**src/rtl/hazard_ctrl.sv**
```systemverilog
// hazard_ctrl: pipeline hazard controller for the 5-stage MIPS core.
// Decides each cycle whether PC and IF/ID hold, whether a bubble enters ID/EX,
// and whether IF/ID is flushed.  It covers load-use hazards, branch/jr
// operands not yet forwardable, mult/div waits and interrupt entry.  It also
// keeps saturating stall/flush statistics.
//
// Ports:
//   clk, reset            core clock, synchronous active-high reset
//   IFID_*                source regs / rt use / PC source / HI-LO use of ID instr
//   branch_taken          ID-stage redirect decision
//   IDEX_*, EXMEM_*       destination and write/load flags of EX and MEM instrs
//   md_busy               mult/div unit busy
//   irq                   level interrupt request
//   cnt_clr               clear statistics counters
//   PC_stall, IFID_stall  hold PC / IF/ID
//   IDEX_bubble           load a NOP into ID/EX
//   IFID_flush            load a NOP into IF/ID
//   irq_take              PC loads the exception vector, ID PC saved as EPC
//   stall_cnt, flush_cnt  saturating statistics
module hazard_ctrl #(
  parameter int unsigned CNT_W = 16
) (
  input  logic             clk,
  input  logic             reset,
  input  logic [4:0]       IFID_rs,
  input  logic [4:0]       IFID_rt,
  input  logic             IFID_usert,
  input  logic [2:0]       IFID_pcsrc,
  input  logic             IFID_usehilo,
  input  logic             branch_taken,
  input  logic [4:0]       IDEX_wraddr,
  input  logic             IDEX_regwr,
  input  logic             IDEX_memrd,
  input  logic [4:0]       EXMEM_wraddr,
  input  logic             EXMEM_regwr,
  input  logic             EXMEM_memrd,
  input  logic             md_busy,
  input  logic             irq,
  input  logic             cnt_clr,
  output logic             PC_stall,
  output logic             IFID_stall,
  output logic             IDEX_bubble,
  output logic             IFID_flush,
  output logic             irq_take,
  output logic [CNT_W-1:0] stall_cnt,
  output logic [CNT_W-1:0] flush_cnt
);

  typedef enum logic [1:0] {RUN, MD_WAIT, IRQ_WAIT} state_t;

  state_t state_q, state_d;
  logic   post_rst_q;   // first cycle after reset: all controls forced low
  logic   stall, bubble, flush, take;
  logic   lu, br, md, haz;
  logic   rs_ex, rt_ex, rs_mem, rt_mem;

  // Register 0 is never a real producer, so it never matches.
  assign rs_ex  = (IDEX_wraddr  != 5'd0) && (IDEX_wraddr  == IFID_rs);
  assign rt_ex  = (IDEX_wraddr  != 5'd0) && IFID_usert && (IDEX_wraddr  == IFID_rt);
  assign rs_mem = (EXMEM_wraddr != 5'd0) && (EXMEM_wraddr == IFID_rs);
  assign rt_mem = (EXMEM_wraddr != 5'd0) && IFID_usert && (EXMEM_wraddr == IFID_rt);

  assign lu  = IDEX_memrd && (rs_ex || rt_ex);
  // Branch/jr compare happens in ID: an EX result or a MEM-stage load is not
  // yet available to the compare forwarding path.
  assign br  = ((IFID_pcsrc == 3'b001) || (IFID_pcsrc == 3'b011)) &&
               ((IDEX_regwr && (rs_ex || rt_ex)) || (EXMEM_memrd && (rs_mem || rt_mem)));
  assign md  = IFID_usehilo && md_busy;
  assign haz = lu || br || md;

  always_comb begin
    state_d = state_q;
    stall   = 1'b0;
    bubble  = 1'b0;
    flush   = 1'b0;
    take    = 1'b0;
    if (reset || post_rst_q) begin
      state_d = RUN;
    end else begin
      unique case (state_q)
        RUN: begin
          if (haz) begin
            stall  = 1'b1;
            bubble = 1'b1;
            if (md && !(lu || br)) state_d = MD_WAIT;
          end else if (irq && (IFID_pcsrc == 3'b000)) begin
            take    = 1'b1;
            flush   = 1'b1;
            bubble  = 1'b1;
            state_d = IRQ_WAIT;
          end else if (branch_taken) begin
            flush = 1'b1;
          end
        end
        MD_WAIT: begin
          stall  = md_busy;
          bubble = md_busy;
          if (!md_busy) state_d = RUN;
        end
        IRQ_WAIT: begin
          // md hazards stall here directly rather than via MD_WAIT so that
          // the interrupt block is not lost while waiting on mult/div.
          if (haz) begin
            stall  = 1'b1;
            bubble = 1'b1;
          end else if (branch_taken) begin
            flush = 1'b1;
          end
          state_d = irq ? IRQ_WAIT : RUN;
        end
        default: state_d = RUN;
      endcase
    end
  end

  assign PC_stall    = stall;
  assign IFID_stall  = stall;
  assign IDEX_bubble = bubble;
  assign IFID_flush  = flush;
  assign irq_take    = take;

  always_ff @(posedge clk) begin
    if (reset) begin
      state_q    <= RUN;
      post_rst_q <= 1'b1;
      stall_cnt  <= '0;
      flush_cnt  <= '0;
    end else begin
      state_q    <= state_d;
      post_rst_q <= 1'b0;
      if (cnt_clr) begin
        stall_cnt <= '0;
        flush_cnt <= '0;
      end else begin
        if (stall && (stall_cnt != '1)) stall_cnt <= stall_cnt + CNT_W'(1);
        if (flush && (flush_cnt != '1)) flush_cnt <= flush_cnt + CNT_W'(1);
      end
    end
  end

endmodule
```
**config.mk**
```make
export PLATFORM = sky130hd
export DESIGN_NAME = hazard_ctrl
export DESIGN_NICKNAME = d
export VERILOG_FILES = /design/src/rtl/hazard_ctrl.sv
export SDC_FILE = /design/constraint.sdc
export NUM_CORES = 1
export LEC_CHECK = 0
export ABC_CLOCK_PERIOD_IN_PS = 2050
export CORE_UTILIZATION = 41
export CTS_CLUSTER_SIZE = 16
export DETAILED_ROUTE_END_ITERATION = 10
export HOLD_SLACK_MARGIN = 0.03
export PLACE_DENSITY = 0.84
export SETUP_SLACK_MARGIN = 0.02
export SLEW_MARGIN = 20
export SYNTH_ARGS = -nofsm -noshare
export SYNTH_HDL_FRONTEND = slang
export SYNTH_SLANG_ARGS = --single-unit
```
**constraint.sdc**
```tcl
create_clock -name clk -period 2.05 [get_ports clk]
set_input_delay 0.205 -clock clk [delete_from_list [all_inputs] [get_ports clk]]
set_output_delay 0.205 -clock clk [all_outputs]
set_load 0.1 [all_outputs]
```
# Yosys cells after proc, flatten, opt, wreduce, memory -nomap -nowiden
# Index checks and enable logic that the tools add are counted.
[op_classes] add_sub_neg=2 n_eq_ne=13 muxes=23 reduce_logical=31
[ops] operator="16-bit by 1-bit adder with 16-bit output, second input constant" n=2
[ops] operator="16-bit inequality test, second input constant" n=2
[ops] operator="5-bit equality test" n=4
[ops] operator="1-bit logical AND" n=15
[ops] operator="1-bit two-way mux" n=14
[ops] operator="2-bit two-way mux" n=5
[ops] operator="5-bit nonzero test" n=2
[ops] operator="1-bit logical OR" n=7
[ops] operator="3-bit inequality test, second input constant" n=2
[ops] operator="2-bit one-hot mux with 3 select lines" n=1
[ops] operator="2-bit OR reduction" n=3
[ops] operator="1-bit one-hot mux with 2 select lines" n=2
[ops] operator="3-bit by 1-bit equality test with 1-bit output, second input constant" n=1
[ops] operator="3-bit by 2-bit equality test with 1-bit output, second input constant" n=1
[ops] operator="3-bit zero test" n=1
[ops] operator="1-bit one-hot mux with 3 select lines" n=1
[ops] operator="3-bit AND reduction" n=1
[ops] operator="2-bit by 1-bit equality test with 1-bit output, second input constant" n=1
[ops] operator="2-bit equality test, second input constant" n=1
[ops] operator="2-bit zero test" n=1
[ops] operator="2-bit inequality test, second input constant" n=1
[ops] operator="1-bit zero test" n=1
[totals] reg_bits=35 output_inout_bits=37

# Depth between registers and ports, before layout
# Gate-level depths: netlist (run 1).
[logic_depth] depth_word=13 depth_mapped=9 ltp_nobuf=8

# Worst setup path before layout (run 1)
# OpenSTA, ideal clock, no wires.
[synth_timing] kind="input to output" startpoint="input IDEX_wraddr[4]" endpoint="output IDEX_bubble" arrival_time_ns=2.566 required_time_ns=1.845 path_slack_ns=-0.721 cell_stages=7 n_path_buf=2 cell_sequence="xnor2_1 nand3_1 o22ai_1 a222oi_1 buf_2 buf_2 a21oi_1"
[synth_between] elab_chain_len=12 elab_cells_between_ends=17
[synth_lines] item="start, declared" line_no="31" text="input logic [4:0] IDEX_wraddr,"
[synth_lines] item="5-bit nonzero test" line_no="58, 59"
[synth_lines] item="1-bit logical AND (2 in series)" line_no="59" text="assign rt_ex = (IDEX_wraddr != 5'd0) && IFID_usert && (IDEX_wraddr == IFID_rt);"
[synth_lines] item="1-bit logical OR *" line_no="63, 67"
[synth_lines] item="1-bit logical AND" line_no="67" text="((IDEX_regwr && (rs_ex || rt_ex)) || (EXMEM_memrd && (rs_mem || rt_mem)));"
[synth_lines] item="1-bit logical OR" line_no="67"
[synth_lines] item="1-bit logical AND" line_no="66" text="assign br = ((IFID_pcsrc == 3'b001) || (IFID_pcsrc == 3'b011)) &&"
[synth_lines] item="1-bit logical OR * (2 in series)" line_no="69" text="assign haz = lu || br || md;"
[synth_lines] item="1-bit two-way mux, on equally long branches" line_no="103, 82"
[synth_lines] item="1-bit one-hot mux with 3 select lines *" line_no="80" text="unique case (state_q)"
[synth_lines] item="1-bit two-way mux *" line_no="77" text="if (reset || post_rst_q) begin"
[synth_lines] item="end, declared" line_no="42" text="output logic IDEX_bubble,"
# Every way passes the cells marked *; elsewhere a longest branch is shown, timed or not.

# Worst setup path after layout (run 1)
[layout_timing] startpoint="register stall_cnt[6]" endpoint="register stall_cnt[14]"
[layout_between] elab_chain_len=2 elab_cells_between_ends=3
[layout_lines] item="start, declared" line_no="45" text="output logic [CNT_W-1:0] stall_cnt,"
[layout_lines] item="start signal, assigned" line_no="135" text="if (stall && (stall_cnt != '1)) stall_cnt <= stall_cnt + CNT_W'(1);"
[layout_lines] item="parallel branches: the longest is 2 deep, another holds 16-bit by 1-bit adder with 16-bit output"
# Parallel ways; which one is timed is not known.
# A chain may end at the register's enable or synchronous reset.

==> results of run 1 <==
[worst paths after layout]
path	start	end	slack [ps]	depth (start not counted)
worst max-delay path	stall_cnt[6]	stall_cnt[14]	40	8
worst min-delay path	IFID_pcsrc[0]	state_q[1]	440	5
worst max register to register	stall_cnt[6]	stall_cnt[14]	40	8
worst min register to register	post_rst_q	state_q[0]	480	1
[registers in the layout (all words and copies together) (netlist names)]
| name | count |
|---|---|
| post_rst_q | 1 |
| flush_cnt | 16 |
| stall_cnt | 16 |
| state_q | 2 |
[cell usage in the layout, fill, tap and decap left out, types with 11 or more instances in the layout]
cell type	count
nand2_1	17
nor2_1	24
xor2_1	14
nand3_1	24
and3_1	11
buf_4	53
a21oi_1	15
dfxtp_4	13
dfxtp_2	19
clkbuf_2	14
xnor2_1	17
[per-stage QoR]
step                power, mW  hold WS [ps]  setup TNS, ps
floorplan               0.823           233           -366
global placement        0.938           447         -10560
detailed placement      0.942           469         -11510
CTS                      1.56           484              0
global route             1.62           459          -29.8
finish                   1.56           443              0
[synth_stat cells]
cell type,n
dfxtp_1,35
nand3_1,25
nor2_1,25
xnor2_1,22
a21oi_1,20
nand2_1,18
and3_1,14
xor2_1,14
or3_1,11
o21ai_1,10
nand4_1,7
nor3_1,7
clkbuf_1,6
inv_1,4
and2_1,3
buf_4,3
o31ai_1,3
or4_1,3
a2111oi_0,2
a31oi_1,2
and4_1,2
buf_2,2
ha_1,2
o22ai_1,2
or2_2,2
a211o_1,1
a222oi_1,1
a22oi_1,1
a31o_2,1
and4_4,1
and4b_1,1
buf_1,1
mux2i_1,1
nor2b_1,1
nor4_1,1
o211a_1,1
o211ai_1,1
o21a_1,1
o21ai_0,1
[report_power, final]
part | leakage (nW) | switching [mW] | internal [mW]
clock | 0.0581 | 0.256 | 0.362
sequential | 0.303 | 0.00274 | 0.665
combinational | 0.903 | 0.150 | 0.127
total | 1.26 | 0.409 | 1.15
[cell families after synthesis]
logic type,after synthesis
AO/OA/AOI/OAI,47
adder cells (fa/ha/maj),2
flip-flops,35
XOR/XNOR,36
AND/OR/NAND/NOR,121
buffers and inverters,16
multiplexers,1
[worst max-delay path, stage by stage, from the launching register on]
cell	delay, ps
dfxtp_4	340
and3_4	170
and2_4	150
and4_4	150
and3_4	150
a211o_1	280
buf_6	150
or4_1	420
a21oi_1	130
[timing repair]
action                     4_1_cts  5_1_grt
setup endpoints to repair       22       19
pin swaps                        8       24
buffers inserted                 1        4
gates cloned                     0        1
resized for setup               54       53
[layer usage]
| layer | vias to the layer above | share of wire, % | GRT usage, % |
|---|---|---|---|
| met2 | 65 | 52 | 40.5 |
| li1 | 1104 | - | - |
| met5 | - | 0 | 0 |
| met3 | 12 | 4.6 | 5.42 |
| met1 | 1059 | 41 | 25.4 |
| met4 | 0 | 2.1 | 6.97 |
[final cells by class]
cell class	instances	share of cell area (%)
Timing Repair Buffer	95	24.3
Tap cell	67	2.64
Multi-Input combinational cell	207	44.7
Sequential cell	35	24.4
Clock buffer	5	2.17
Inverter	4	0.473
Clock inverter	3	1.38
==> summary.md, run 1 <==
| Metric | Value |
|---|---|
| Fin area | 0.00317 mm² |
| Vias after detailed routing | around 2.2k |
| Post-synthesis adder-cell area fraction | 1.23% |
| Outcome | finished clean |
| Max-slew headroom at the worst pin | 60.2% |
| Worst hold path class | input port to register |
| Data arrival, critical path | 2230 ps |
| Area of the core | 0.00475 mm² |
| Synthesized area per cell | 7.88 µm² |
| Starting density of the core | 42.7% |
| Proportion of layout cells with a drive suffix above 1 | 44.1% |
| Final core utilization | 66.8% |
| Worst setup slack before clock tree synthesis | -560 ps |
| Aggregate global routing overflow | 0 |
| Maximum number of pins on one net before global-route repair | 32 |
| Number of H-tree levels | 2 |
| Placed Cells incl. Taps | about 400 |
| Number of buffers added by the clock tree synthesis step | 5 |
| CTS tree | yes |
| Fraction of the mapped netlist area in compound gates | 13.8% |
| Library cell used as clock root buffer | clkbuf_8 |
| Leakage component of the power | 1.26 nW |
| Share of synthesized area spent on multiplexers | 0.493% |
| CTS Hold Bufs | 0 |
| Clock edge transition at the registers on the reported setup and hold paths | roughly 70 ps |
| DRC violation count after routing | 0 |
| Estimated wirelength of the detail-placed design | between 4 and 5 mm |
| Measured slew at the worst slew-check pin | between 500 and 600 ps |
| Footprint of the multi-input gates | 0.00142 mm² |
| Largest family of logic cells by synthesized area | simple AND/OR/NAND/NOR gates |
| Final count of pins violating max slew | 0 |
| Top cells by area in the synthesized netlist | dfxtp_1 34%, xnor2_1 9.5%, nand3_1 6.2%, xor2_1 6.0%, a21oi_1 4.9% |
| Final antenna diode count | 0 |
| Latest clock arrival within the worst-skew pair | around 290 ps |
| Endpoint required time on the critical path | about 2300 ps |
| Mapped Nets | between 200 and 300 |
| Total global routing track utilization | 22.2% |
| Setup repair after global routing missed its margin | true |
| Worst Path Class, Setup | register to register |
| Clk sinks | 35 |
| Area of the die | 0.00524 mm² |
| VDD IR max | 0.442 mV |
| Total Nets Final | 385 |
| Xor and xnor area share after synthesis | about 16% |
| Number of distinct library cell variants in the gate-level netlist after synthesis | 39 |
| Top-area cell type share of the netlist area | 34.5% |
| Type of destination of the critical path | register |
| Max frequency | 497 MHz |
| Post-layout min period | 2010 ps |
| Post-Syn Instances | around 260 |
| P&R area growth vs syn | 56.2% |
| Last weighted congestion value of the routability-driven placer | 0.831 |
| PortBufs | 70 |
| Detail-routed via count per cell | 5.38 |
| Num rows | 25 |
| Via count of the first global-routing pass | 2,164 |
| Post-route non-filler standard cell count | 416 |
| Number of failing hold endpoints at the final stage | 0 |
| Cell Pwr Density | 492 mW/mm² |
| Antenna-violating nets left | 0 |
| Yosys Warn Count | 0 |
| Routed len/inst | 13.9 µm |
| Top-Level Pins | 72 |
| Initial antenna violation count | 0 |
| Sequential Area | 773 µm² |
| Final wirelength | 5.79 mm |
| Worst clock skew | 6.23 ps |
| Detailed-router iteration count before antenna repair | 8 |
| Proportion of synthesized chip area in sequential cells | 34.5% |
| Least setup slack across all paths after layout | around 36 ps |
| Cell Area, Synth | 0.00203 mm² |
| Placed cell area | 0.00299 mm² |
| DIE WIDTH | roughly 72 µm |
| Final count of negative-setup-slack endpoints | 0 |
| Die Y | between 70 and 80 µm |
| Fill cells | roughly 390 |
| Library cell with the largest summed area after synthesis | dfxtp_1 |
| Initial DRC Count | 99 |
| Wire length of the first global-routing pass | 9.30 mm |
| Max cap viols | 0 |
| Share of synthesized cell area in and, or, nand and nor gates | 30.8% |
| CP Launch Type | register |
| Seq cells post-synth | 35 |
| Maximum fanout encountered on the critical timing path | 6 |
| Final period util | between 90 and 100% |
| Clock Path Buffers | 2 |
(Power assumes the default switching activity.)
==> run 2, diff against run 1 <==
Settings changed: PLACE_DENSITY 0.84 to 0.86.
==> summary.md, run 2 (synthesis gave the netlist of run 1 again) <==
| Metric | Value |
|---|---|
| Clock Path Buffers | 2 |
| Buffers plus inverters on the worst setup path | 1 |
| Worst hold path class | input port to register |
| Aggregate global routing overflow | 0 |
| Most used cell along the critical path | and3_4 |
| Top-Level Pins | 72 |
| Final wirelength | 6.27 mm |
| Startpoint of the most critical setup path | stall_cnt[7] |
| Estimated wirelength of the detail-placed design | 3.97 mm |
| Total global routing track utilization | 24.1% |
| Cell Pwr Density | 437 mW/mm² |
| Leakage component of the power | 1.39 nW |
| Final count of negative-setup-slack endpoints | 0 |
| Biggest regs | flush_cnt: 16 flops, stall_cnt: 16 flops, state_q: 2 flops |
| Type of destination of the critical path | register |
| Final period util | 99.4% |
| Setup slack on the worst flop-to-flop path | about 11 ps |
| Latest clock arrival within the worst-skew pair | 290 ps |
| Outcome | finished clean |
| Detail-routed via count per cell | between 5 and 6 |
| Via count of the first global-routing pass | 2,283 |
| Area of the die | roughly 0.0052 mm² |
| Measured slew at the worst slew-check pin | 671 ps |
| Cell with the largest stage delay on the worst path | or4_4 |
| Vias after detailed routing | 2,317 |
| Switching power | 0.418 mW |
| Least setup slack across all paths after layout | 11.4 ps |
| Proportion of layout cells with a drive suffix above 1 | 50.3% |
| Max frequency | roughly 490 MHz |
| Number of buffers added by the clock tree synthesis step | 5 |
| Endpoint required time on the critical path | 2270 ps |
| P&R area growth vs syn | 66.9% |
| Net Sw Frac | 28.2% |
| Routed len/inst | 14.6 µm |
| Worst Path Class, Setup | register to register |
| Number of cells traversed by the worst register-to-register path | 8 |
| Reg2reg start | stall_cnt[7] |
| Maximum number of pins on one net before global-route repair | 32 |
| Crit-path leading delay family | simple AND/OR/NAND/NOR gates |
| Post-layout min period | 2040 ps |
| Int Power | 1.06 mW |
| Combinational cell fraction of total power | 21.9% |
| Hold Crit Start | md_busy |
| Antenna-violating nets left | 0 |
| Number of H-tree levels | 2 |
| Detailed-router iteration count before antenna repair | 4 |
| Footprint of the multi-input gates | 0.00151 mm² |
| Starting density of the core | between 40 and 50% |
| Library cell used as clock root buffer | clkbuf_8 |
| Most common cell after layout, fill and taps aside | buf_4 |
| Worst reg2reg path endpoint | stall_cnt[14] |
| Max-slew headroom at the worst pin | 55.3% |
| DIE WIDTH | 72.4 µm |
| Final count of pins violating max slew | 0 |
| Largest incremental delay on the critical path | 410 ps |
| Commonest cells after routing, fill and taps aside | 70 x buf_4, 25 x nand3_1, 24 x nor2_1, 19 x dfxtp_2, 17 x nand2_1 |
| CTS Hold Bufs | 0 |
| Clock edge transition at the registers on the reported setup and hold paths | approximately 80 ps |
| Number of failing hold endpoints at the final stage | 0 |
| Maximum fanout encountered on the critical timing path | 7 |
| Worst clock skew | 14.9 ps |
| Hold slack | 244 ps |
| Last weighted congestion value of the routability-driven placer | ~0.84 |
| Max cap viols | 0 |
| Die Y | 72.4 µm |
| CP Launch Type | register |
| Initial DRC Count | 115 |
| Area of the core | 0.00475 mm² |
| Total Nets Final | 398 |
| Hold worst-path end | state_q[0] |
| Fill cells | 363 |
| Worst-path cell chain | and3_4 > and2_4 > and4_4 > and3_4 > a211o_4 > buf_12 > or4_4 > a21oi_2 |
| Wire length of the first global-routing pass | roughly 10 mm |
| Initial antenna violation count | 0 |
| Clock network fraction of design power | 33.1% |
| Num rows | 25 |
| Setup repair after global routing missed its margin | true |
| CTS tree | yes |
| Worst setup slack before clock tree synthesis | -553 ps |
| Clk sinks | 35 |
| PortBufs | 70 |
| Worst hold path depth | 3 |
| Final antenna diode count | 0 |
| Relative contribution of sequential cells to total power | 45.1% |
| Data arrival, critical path | 2260 ps |
| Overall power after layout | 1.48 mW |
| DRC violation count after routing | 0 |
| VDD IR max | 0.232 mV |
| Sequential Area | ~770 µm² |
run 2: through the flow:
stage / instance area [µm²] / std cells / setup TNS, ps / utilization, %
final: 3390 / 429 / 0 / 71.3
after global routing: 3390 / 429 / -61.4 / 71.3
after CTS: 3250 / 428 / -50.4 / 68.4
after detailed placement: 3000 / 402 / -11490 / 63.1
after global placement: 3000 / 402 / -9660 / 63.1
after floorplan: 2180 / 258 / -366 / -
run 2: worst max path at each step:
stage                    end  slack (ps)  depth (start not counted)
4_1_cts        stall_cnt[14]         -30                          8
6_report       stall_cnt[14]          10                          8
3_3_place_gp   stall_cnt[14]        -500                         10
5_1_grt        stall_cnt[14]         -30                          8
2_1_floorplan    IDEX_bubble        -120                          7
3_5_place_dp   stall_cnt[14]        -550                         10
run 2: power by group through the flow:
stage                     Clock, mW  Sequential (mW)  Combinational, mW
after floorplan                   0            0.690              0.132
after CTS                     0.500            0.668              0.294
after global routing          0.538            0.668              0.343
after detailed placement          0            0.684              0.258
after global placement            0            0.684              0.255
final                         0.490            0.668              0.324
run 2: tightest hold or removal path, stage by stage:
cell and delay (ps):
dlymetal6s2s_1 140, nand2_1 80, nor4_1 50
run 2: metal layers:
metal,track usage [%],share of wire [%]
met1,26.3,41
met2,43.2,51
met3,5.83,5.4
met4,12.0,2.4
met5,0,0
run 2: cell type report:
type	instances	area share, %
Clock buffer	6	2.14
Sequential cell	35	22.8
Inverter	4	0.443
Clock inverter	2	0.369
Multi-Input combinational cell	207	44.5
Tap cell	67	2.47
Timing Repair Buffer	108	27.3
run 2: timing repair:
action	4_1_cts	5_1_grt
gates resized for setup	102	47
setup endpoints to repair	21	21
gates cloned	2	0
hold endpoints to repair	0	0
pin swaps	30	24
buffers inserted	16	2
